`src/rtl/bundle_issue_ctrl_pkg.sv`:
```
// Shared CPU width parameters used by fetch, the bundle issue queue and decode.
package bundle_issue_ctrl_pkg;
    localparam int ADDR_W     = 64;
    localparam int INSTR_W    = 32;
    localparam int BUNDLE_W   = 4 * INSTR_W;
    localparam int PID_W      = 32;
    localparam int TID_W      = 64;
    localparam int MAJ_W      = 64;
    localparam int FIFO_DEPTH = 4;
    localparam int LEN_W      = 2;

    typedef logic [LEN_W-1:0] bundle_len_t;
endpackage

```
`src/rtl/bundle_issue_ctrl_if.sv`:
```
// Fetch/decode-facing signal group of the bundle issue controller.
interface bundle_issue_ctrl_if #(
    parameter int addressWidth            = bundle_issue_ctrl_pkg::ADDR_W,
    parameter int instructionWidth        = bundle_issue_ctrl_pkg::INSTR_W,
    parameter int bundleSize              = 4 * instructionWidth,
    parameter int PidSize                 = bundle_issue_ctrl_pkg::PID_W,
    parameter int TidSize                 = bundle_issue_ctrl_pkg::TID_W,
    parameter int instructionCounterWidth = bundle_issue_ctrl_pkg::MAJ_W,
    parameter int fifoDepth               = bundle_issue_ctrl_pkg::FIFO_DEPTH
);
    logic                                 flush_i;
    logic [instructionCounterWidth-1:0]   flushMajId_i;
    logic                                 fetchValid_i;
    logic                                 fetchReady_o;
    logic [bundleSize-1:0]                bundle_i;
    logic [addressWidth-1:0]              bundleAddress_i;
    logic [1:0]                           bundleLen_i;
    logic [PidSize-1:0]                   bundlePid_i;
    logic [TidSize-1:0]                   bundleTid_i;
    logic                                 decodeStall_i;
    logic                                 enable_o;
    logic [bundleSize-1:0]                bundle_o;
    logic [addressWidth-1:0]              bundleAddress_o;
    logic [1:0]                           bundleLen_o;
    logic [PidSize-1:0]                   bundlePid_o;
    logic [TidSize-1:0]                   bundleTid_o;
    logic [instructionCounterWidth-1:0]   bundleStartMajId_o;
    logic [$clog2(fifoDepth):0]           occupancy_o;

    modport master (
        output flush_i, flushMajId_i, fetchValid_i, bundle_i, bundleAddress_i,
               bundleLen_i, bundlePid_i, bundleTid_i, decodeStall_i,
        input  fetchReady_o, enable_o, bundle_o, bundleAddress_o, bundleLen_o,
               bundlePid_o, bundleTid_o, bundleStartMajId_o, occupancy_o
    );

    modport slave (
        input  flush_i, flushMajId_i, fetchValid_i, bundle_i, bundleAddress_i,
               bundleLen_i, bundlePid_i, bundleTid_i, decodeStall_i,
        output fetchReady_o, enable_o, bundle_o, bundleAddress_o, bundleLen_o,
               bundlePid_o, bundleTid_o, bundleStartMajId_o, occupancy_o
    );
endinterface

```
`src/rtl/bundle_fifo.sv`:
```
// Bundle queue storage with wrapping head/tail pointers and occupancy count.
module bundle_fifo #(
    parameter int dataWidth = 8,
    parameter int depth     = 4
) (
    input  logic                   clock_i,
    input  logic                   reset_i,
    input  logic                   flush,
    input  logic                   push,
    input  logic                   pop,
    input  logic [dataWidth-1:0]   wr_data,
    output logic [dataWidth-1:0]   rd_data,
    output logic [$clog2(depth):0] occupancy
);
    localparam int PTR_W = $clog2(depth);
    localparam int OCC_W = PTR_W + 1;

    logic [dataWidth-1:0] mem [depth];
    logic [PTR_W-1:0]     head;
    logic [PTR_W-1:0]     tail;

    // Pointers wrap naturally because depth is a power of two.
    always_ff @(posedge clock_i) begin
        if (!reset_i || flush) begin
            head      <= '0;
            tail      <= '0;
            occupancy <= '0;
        end else begin
            if (push) tail <= tail + PTR_W'(1);
            if (pop)  head <= head + PTR_W'(1);
            case ({push, pop})
                2'b10:   occupancy <= occupancy + OCC_W'(1);
                2'b01:   occupancy <= occupancy - OCC_W'(1);
                default: occupancy <= occupancy;
            endcase
        end
    end

    always_ff @(posedge clock_i) begin
        if (push) mem[tail] <= wr_data;
    end

    assign rd_data = mem[head];
endmodule

```
`src/rtl/bundle_issue_ctrl.sv`:
```
// Queues fetched bundles and issues them to the bundle parser, tagging each
// issue with the major ID of its first instruction.
module bundle_issue_ctrl
    import bundle_issue_ctrl_pkg::*;
#(
    parameter int addressWidth            = ADDR_W,
    parameter int instructionWidth        = INSTR_W,
    parameter int bundleSize              = 4 * instructionWidth,
    parameter int PidSize                 = PID_W,
    parameter int TidSize                 = TID_W,
    parameter int instructionCounterWidth = MAJ_W,
    parameter int fifoDepth               = FIFO_DEPTH
) (
    input logic                clock_i,
    input logic                reset_i,
    bundle_issue_ctrl_if.slave bus
);
    localparam int OCC_W   = $clog2(fifoDepth) + 1;
    localparam int ENTRY_W = bundleSize + addressWidth + LEN_W + PidSize + TidSize;

    typedef logic [instructionCounterWidth-1:0] maj_t;

    logic [OCC_W-1:0]        occupancy;
    logic [ENTRY_W-1:0]      head;
    logic                    ready;
    logic                    push;
    logic                    pop;
    logic [bundleSize-1:0]   head_bundle;
    logic [addressWidth-1:0] head_address;
    bundle_len_t             head_len;
    logic [PidSize-1:0]      head_pid;
    logic [TidSize-1:0]      head_tid;

    logic                    enable;
    logic [bundleSize-1:0]   issue_bundle;
    logic [addressWidth-1:0] issue_address;
    bundle_len_t             issue_len;
    logic [PidSize-1:0]      issue_pid;
    logic [TidSize-1:0]      issue_tid;
    maj_t                    issue_start_maj;
    maj_t                    next_maj;

    // Ready is judged on the pre-pop occupancy, so a full queue refuses a push
    // even on an edge where it also pops.
    assign ready = reset_i && !bus.flush_i && (occupancy < OCC_W'(fifoDepth));
    assign push  = bus.fetchValid_i && ready;
    assign pop   = reset_i && !bus.flush_i && !bus.decodeStall_i && (occupancy != '0);

    assign {head_bundle, head_address, head_len, head_pid, head_tid} = head;

    bundle_fifo #(
        .dataWidth(ENTRY_W),
        .depth    (fifoDepth)
    ) u_fifo (
        .clock_i  (clock_i),
        .reset_i  (reset_i),
        .flush    (bus.flush_i),
        .push     (push),
        .pop      (pop),
        .wr_data  ({bus.bundle_i, bus.bundleAddress_i, bus.bundleLen_i,
                    bus.bundlePid_i, bus.bundleTid_i}),
        .rd_data  (head),
        .occupancy(occupancy)
    );

    always_ff @(posedge clock_i) begin
        if (!reset_i) begin
            enable          <= 1'b0;
            issue_bundle    <= '0;
            issue_address   <= '0;
            issue_len       <= '0;
            issue_pid       <= '0;
            issue_tid       <= '0;
            issue_start_maj <= '0;
            next_maj        <= '0;
        end else if (bus.flush_i) begin
            enable   <= 1'b0;
            next_maj <= bus.flushMajId_i;
        end else if (pop) begin
            enable          <= 1'b1;
            issue_bundle    <= head_bundle;
            issue_address   <= head_address;
            issue_len       <= head_len;
            issue_pid       <= head_pid;
            issue_tid       <= head_tid;
            issue_start_maj <= next_maj;
            next_maj        <= next_maj + maj_t'(head_len) + maj_t'(1);
        end else begin
            enable <= 1'b0;
        end
    end

    assign bus.fetchReady_o       = ready;
    assign bus.occupancy_o        = occupancy;
    assign bus.enable_o           = enable;
    assign bus.bundle_o           = issue_bundle;
    assign bus.bundleAddress_o    = issue_address;
    assign bus.bundleLen_o        = issue_len;
    assign bus.bundlePid_o        = issue_pid;
    assign bus.bundleTid_o        = issue_tid;
    assign bus.bundleStartMajId_o = issue_start_maj;
endmodule
```
`src/flat_wrapper.sv`:
```
// flat-port wrapper written by rule: the top's interface ports become plain ports
module bundle_issue_ctrl_flat import bundle_issue_ctrl_pkg::*;
#(
    parameter int addressWidth            = ADDR_W,
    parameter int instructionWidth        = INSTR_W,
    parameter int bundleSize              = 4 * instructionWidth,
    parameter int PidSize                 = PID_W,
    parameter int TidSize                 = TID_W,
    parameter int instructionCounterWidth = MAJ_W,
    parameter int fifoDepth               = FIFO_DEPTH
)
  (clock_i, reset_i, bus_flush_i, bus_flushMajId_i, bus_fetchValid_i, bus_bundle_i, bus_bundleAddress_i, bus_bundleLen_i, bus_bundlePid_i, bus_bundleTid_i, bus_decodeStall_i, bus_fetchReady_o, bus_enable_o, bus_bundle_o, bus_bundleAddress_o, bus_bundleLen_o, bus_bundlePid_o, bus_bundleTid_o, bus_bundleStartMajId_o, bus_occupancy_o);
  bundle_issue_ctrl_if #(.addressWidth(addressWidth), .instructionWidth(instructionWidth), .bundleSize(bundleSize), .PidSize(PidSize), .TidSize(TidSize), .instructionCounterWidth(instructionCounterWidth), .fifoDepth(fifoDepth)) bus_i ();
  input logic clock_i;
  input logic reset_i;
  input wire logic [$bits(bus_i.flush_i)-1:0] bus_flush_i;
  input wire logic [$bits(bus_i.flushMajId_i)-1:0] bus_flushMajId_i;
  input wire logic [$bits(bus_i.fetchValid_i)-1:0] bus_fetchValid_i;
  input wire logic [$bits(bus_i.bundle_i)-1:0] bus_bundle_i;
  input wire logic [$bits(bus_i.bundleAddress_i)-1:0] bus_bundleAddress_i;
  input wire logic [$bits(bus_i.bundleLen_i)-1:0] bus_bundleLen_i;
  input wire logic [$bits(bus_i.bundlePid_i)-1:0] bus_bundlePid_i;
  input wire logic [$bits(bus_i.bundleTid_i)-1:0] bus_bundleTid_i;
  input wire logic [$bits(bus_i.decodeStall_i)-1:0] bus_decodeStall_i;
  output wire logic [$bits(bus_i.fetchReady_o)-1:0] bus_fetchReady_o;
  output wire logic [$bits(bus_i.enable_o)-1:0] bus_enable_o;
  output wire logic [$bits(bus_i.bundle_o)-1:0] bus_bundle_o;
  output wire logic [$bits(bus_i.bundleAddress_o)-1:0] bus_bundleAddress_o;
  output wire logic [$bits(bus_i.bundleLen_o)-1:0] bus_bundleLen_o;
  output wire logic [$bits(bus_i.bundlePid_o)-1:0] bus_bundlePid_o;
  output wire logic [$bits(bus_i.bundleTid_o)-1:0] bus_bundleTid_o;
  output wire logic [$bits(bus_i.bundleStartMajId_o)-1:0] bus_bundleStartMajId_o;
  output wire logic [$bits(bus_i.occupancy_o)-1:0] bus_occupancy_o;
  assign bus_i.flush_i = bus_flush_i;
  assign bus_i.flushMajId_i = bus_flushMajId_i;
  assign bus_i.fetchValid_i = bus_fetchValid_i;
  assign bus_i.bundle_i = bus_bundle_i;
  assign bus_i.bundleAddress_i = bus_bundleAddress_i;
  assign bus_i.bundleLen_i = bus_bundleLen_i;
  assign bus_i.bundlePid_i = bus_bundlePid_i;
  assign bus_i.bundleTid_i = bus_bundleTid_i;
  assign bus_i.decodeStall_i = bus_decodeStall_i;
  assign bus_fetchReady_o = bus_i.fetchReady_o;
  assign bus_enable_o = bus_i.enable_o;
  assign bus_bundle_o = bus_i.bundle_o;
  assign bus_bundleAddress_o = bus_i.bundleAddress_o;
  assign bus_bundleLen_o = bus_i.bundleLen_o;
  assign bus_bundlePid_o = bus_i.bundlePid_o;
  assign bus_bundleTid_o = bus_i.bundleTid_o;
  assign bus_bundleStartMajId_o = bus_i.bundleStartMajId_o;
  assign bus_occupancy_o = bus_i.occupancy_o;
  bundle_issue_ctrl #(.addressWidth(addressWidth), .instructionWidth(instructionWidth), .bundleSize(bundleSize), .PidSize(PidSize), .TidSize(TidSize), .instructionCounterWidth(instructionCounterWidth), .fifoDepth(fifoDepth)) u_core (.clock_i(clock_i), .reset_i(reset_i), .bus(bus_i));
endmodule
```
`config.mk`:
```
export PLATFORM = sky130hd
export DESIGN_NAME = bundle_issue_ctrl_flat
export DESIGN_NICKNAME = d
export VERILOG_FILES = /design/src/rtl/bundle_issue_ctrl_pkg.sv /design/src/rtl/bundle_issue_ctrl_if.sv /design/src/rtl/bundle_fifo.sv /design/src/rtl/bundle_issue_ctrl.sv /design/src/flat_wrapper.sv
export SDC_FILE = /design/constraint.sdc
export NUM_CORES = 2
export LEC_CHECK = 0
export ABC_AREA = 0
export ABC_CLOCK_PERIOD_IN_PS = 10500
export CAP_MARGIN = 30
export CELL_PAD_IN_SITES_DETAIL_PLACEMENT = 1
export CELL_PAD_IN_SITES_GLOBAL_PLACEMENT = 1
export CORE_MARGIN = 2
export CORE_UTILIZATION = 42
export DETAILED_ROUTE_END_ITERATION = 12
export PLACE_DENSITY_LB_ADDON = 0.1
export SLEW_MARGIN = 20
export SYNTH_ARGS = -nofsm -noshare
export SYNTH_HDL_FRONTEND = slang
export SYNTH_SLANG_ARGS = --single-unit
export TNS_END_PERCENT = 1
```
`constraint.sdc`:
```
create_clock -name clock_i -period 10.5 [get_ports clock_i]
set_input_delay 2.625 -clock clock_i [delete_from_list [all_inputs] [get_ports clock_i]]
set_output_delay 2.625 -clock clock_i [all_outputs]
set_load 0.005 [all_outputs]
```
# After elaboration in Yosys (flattened, before gate mapping)
# Memories as Yosys holds them, arrays and structs flattened. A register that Yosys moved wholly into a read port is not among the register bits.
# Index checks and enable logic that the tools add are counted.
# word_totals
reg_bits	426
mem_bits_rw	1160
out_inout_bits	359
memories	1
# memory_table
name	words	word_bits	read_ports	rd_ports_with_merged_regs	wr	line_no	text
u_core.u_fifo.mem	4	290	1	1	1	bundle_fifo.sv:18	logic [dataWidth-1:0] mem [depth];
# op_classes
addsub	6
n_lt_le_gt_ge	1
n_eq_ne	2
muxes	8
n_bitwise	2
reduce_logical	14
# op_table
op	n
two-way mux 64 bit	2
adder 64 x 1 -> 64 bit (second input constant)	1
adder 64 x 2 -> 64 bit	1
case mux 3 bit (2 select lines)	1
logical AND 1 bit	5
adder 2 x 1 -> 2 bit (second input constant)	2
two-way mux 2 bit	2
nonzero test 2 bit	2
adder 3 x 1 -> 3 bit (second input constant)	1
logical NOT 1 bit	3
less-than comparator 3 bit (second input constant)	1
two-way mux 1 bit	3
nonzero test 3 bit	1
subtractor 3 x 1 -> 3 bit (second input constant)	1
== test 2 x 1 -> 1 bit (second input constant)	1
== test 2 bit (second input constant)	1
NOT 1 bit	2
AND reduction 2 bit	1
OR reduction 2 bit	1
logical OR 1 bit	1

# Longest topological paths before layout
# logic_depth
depth_word	6
ltp_mapped	12
depth_no_buf	10

# Modules after synthesis
# A second synthesis with hierarchy kept.
# hier_totals
hier_cells	3695
hier_area_um2	58578.7
# modules_own_cells
mod	n_inst	cells_per_inst	area_per_inst_um2	seq_area_each_um2
bundle_fifo	1	1556	42185.5	35013.6
bundle_issue_ctrl	1	2139	16393.2	8388.0

# Worst setup path after synthesis
# No wires, ideal clock.
# synth_timing
kind	in2reg
from	input reset_i
to	memory u_core.u_fifo.mem[0][0] in the netlist's numbering, enable pin
setup_ps	691
arrival_ps	9884
required_ps	9809
path_slack_ps	-75
stages	4
n_path_buf	1
path_cell_list	clkbuf_1 nand2b_1 nor2_1 and3_1
# synth_via
elab_chain_len	5
# synth_lines
item	line_no	text
from (decl)	flat_wrapper.sv:15	input logic reset_i;
logical AND 1 bit (2 in a row)	bundle_issue_ctrl.sv:45	assign ready = reset_i && !bus.flush_i && (occupancy < OCC_W'(fifoDepth));
net bus_fetchReady_o	flat_wrapper.sv:25	output wire logic [$bits(bus_i.fetchReady_o)-1:0] bus_fetchReady_o;
logical AND 1 bit	bundle_issue_ctrl.sv:46	assign push = bus.fetchValid_i && ready;
two-way mux 1 bit	bundle_fifo.sv:40	if (push) mem[tail] <= wr_data;
two-way mux 1 bit (implied by the code)	bundle_fifo.sv:40	
to (decl)	bundle_fifo.sv:18	
# The timed path passes the listed nets, and every way through them passes these cells.

# Final worst setup path
# layout_timing
from	input reset_i
to	output bus_fetchReady_o
# layout_via
elab_chain_len	2
# layout_lines
item	line_no
logical AND 1 bit (2 in a row)	bundle_issue_ctrl.sv:45
to (decl)	flat_wrapper.sv:25
# Every way passes these cells.

==> results.md <==
* Status: complete, no violations
* Syn Area/Cell at between 15 and 20 um^2
* Clock Skew at 0.0275 ns
* Critical path capture point type: primary output
* Most used flip-flop cell after synthesis: edfxtp_1
* Post-cts hold buffer count at 0
* Antenna violations before repair at 50
* YS warnings at 0
* Final Hold Fails at 0
* Cts repair resizes at 0
* RSZ-0062 raised after global routing: false
* Required @ worst endpoint at 7.88 ns
* Vias at 33300
* Max transition margin at 29.4%
* Post-synthesis sequential area ratio at 75.0%
* Port bufs at 717
* Max IR drop VDD at approximately 0.14 mV
* Startpoint Class: primary input
* Top-Level Pins at approximately 720
* EDFF count, synth at approximately 1200
* GR peak layer: met2
* Minimum clock period at 7.45 ns
* M3 GR Usage at 6.58%
* Fraction of registers with async set/reset at 0%
* Worst R2R Path Depth at 9
* WP data arrival at 4.82 ns
* Critical Path End: bus_fetchReady_o
* GRT Residual Overflow at 0
* DR iter-0 viols at ~2000
* Bufs on Longest Clock Path at 3
* TritonCTS clock tree: yes
* Nets at between 4000 and 5000
* Mapped Cells at 3584
* DRT Pass-1 Iters at 5
* Max frequency at 0.134 GHz
* Setup Buffers After CTS at 0
* Die Wd at 375 um
* Final worst-path cycle share at a little under three quarters
* Final instance area at approximately 72000 um^2
* Max-cap violations at 0
* WS Path Type: in2out
* Global placement routability congestion at between 0.7 and 0.8
* Final Max Slew Viols at 0
* Area grow syn2layout at 25.3%
* Syn nets at 3952
* Num rows at 136
* Pwr Density at ~180 nW/um^2
* Met2 usage at 36.5%
* First-pass GRT wire length at between 200 and 250 mm
* Share of cells above drive strength 1 at 13.4%
* Clock Root Buffer: clkbuf_16
* Residual DRC at 0
* Static Leak at 22.4 nW
* Final number of setup-violating endpoints at 0
* Die extent in y at 375 um
* Critical path fanouts, max at 20
* Setup_tns at 0 ns
* Routed WL at 156 mm
* Met1 Usage GRT at 27.4%
* Largest net degree at the start of global routing at 144
* DR WL/cell at 24.9 um
* Worst skew pair latency at 0.78 ns
* Initial Utilization at a little over two fifths
* Core ar. at 137000 um^2
* Yosys cell types at 56
* GRT Resource Usage Total at 22.0%
* Sinks on Clock Net at between 1500 and 2000
* Min-delay src: u_core.bus.bundleStartMajId_o[46]$_SDFFE_PN0P_
* Synth Cell Area at 57800 um^2
* Post-DP Area at between 60000 and 70000 um^2
* Clk slew on worst S/H paths at 0.06 ns
* Seq cells post-synth at 1588
* R2R Setup Slk at 6.23 ns
* Pin slew with the least headroom to its limit at 1.06 ns
* Vias in the first global route at between 30000 and 40000
* Worst setup path startpoint: reset_i
* Final ANT Viol Nets at 0
* Die area at 141000 um^2
* Vias per cell at 5.33
* Worst min-delay path category: reg2reg
* DP Wirelength at around 95 mm
* CTS H-tree depth at 4
* Reg-to-Reg End: u_core.next_maj[56]$_SDFFE_PN0P_
* CTS buffer count at ~170
## how the worst min path moves through the flow
stage	slack, ns	end	cells past startpoint
floorplan	0.45	u_core.bus.bundleStartMajId_o[0]$_SDFFE_PN0P_	2
global placement	0.44	u_core.bus.bundleTid_o[33]$_SDFFE_PN0P_	2
detailed placement	0.45	u_core.bus.bundleAddress_o[18]$_SDFFE_PN0P_	2
CTS	0.45	u_core.bus.bundleAddress_o[18]$_SDFFE_PN0P_	2
global route	0.47	u_core.bus.bundleAddress_o[4]$_SDFFE_PN0P_	2
finish	0.45	u_core.bus.bundleStartMajId_o[46]$_SDFFE_PN0P_	2
## per-layer routing
metal / share of wire [%] / vias to the layer above
met5: 0.20 / -
met4: 2.9 / 48
met3: 6.8 / 256
met2: 50 / 841
met1: 40 / 17100
li1: - / 15000
## final cells by class
class | count | area [um^2]
multi-input cells | 1765 | 13600
clock buffers | 251 | 4920
well taps | 1794 | 2240
diodes | 23 | 57.6
inverters | 15 | 71.3
repair buffers | 765 | 7700
clock inverters | 56 | 469
flip-flops and latches | 1588 | 43400
fillers | 13000 | 64700
## power breakdown
group | internal [mW] | total, mW | switching [mW]
Sequential | 6.78 | 6.82 | 0.0356
Clock | 3.38 | 5.79 | 2.41
Combinational | 0.192 | 0.373 | 0.181
Total | 10.4 | 13.0 | 2.62
## placed cells by master, fill, tap and decap left out, drive strengths merged, types with 42 or more instances in the layout
master and count:
nand2 745, buf 49, nor2 42, edfxtp 1160, mux4 290, dfxtp 428
clkinv 44, a21oi 406, clkdlybuf4s50 716, clkbuf 251
## cells in the mapped netlist (all sizes together) (13+ instances only)
cell,count,area (um^2)
and3,28,175
nor2,42,158
edfxtp,1160,34800
nand2,745,2800
xnor2,16,140
nand3,23,120
nand4,25,163
clkbuf,190,713
a21oi,406,2030
xor2,24,210
mux4,290,6530
dfxtp,428,8570
inv,14,52.6
o22ai,13,81.3
o21ai,34,170
buf,26,128
nor3,15,85.1
## through the flow
stage	std cells	power, mW	hold slack, ns	worst slack, ns	utilization [%]
3_3_place_gp	5924	7.32	0.441	3.06	48.8
5_1_grt	6253	13.4	0.470	2.90	52.8
3_5_place_dp	5924	7.33	0.446	3.03	48.8
4_1_cts	6231	13.1	0.454	3.01	52.7
6_report	6257	13.0	0.451	3.05	52.8
2_1_floorplan	3584	7.08	0.445	-0.0750	-
## cell families (layout without fill, tap and decap cells)
group	Yosys count	count (layout)	synth area share (%)
xor+xnor	40	40	0.606
other cells	0	23	0
flops	1588	1588	75.0
compound gates	502	502	4.62
fa+ha+maj	9	9	0.221
simple gates	923	923	6.66
mux	291	291	11.3
buf+inv	231	1087	1.55
## registers in the layout, summed over array words and instances (netlist names), 3 cells and up, named ones only
signal	flops
u_core.bus.bundleTid_o	64
u_core.next_maj	64
u_core.bus.bundle_o	128
u_core.u_fifo.mem	1160
u_core.bus.bundleStartMajId_o	64
u_core.u_fifo.occupancy	3
u_core.bus.bundleAddress_o	64
u_core.bus.bundlePid_o	32
## worst max-delay path: stages
cell and delay (ns):
clkdlybuf4s50_1 0.46, buf_4 0.30, nand2b_1 0.34, nor2_1 0.42, clkdlybuf4s50_1 0.66
No activity file was read; power rests on OpenSTA's default activity.
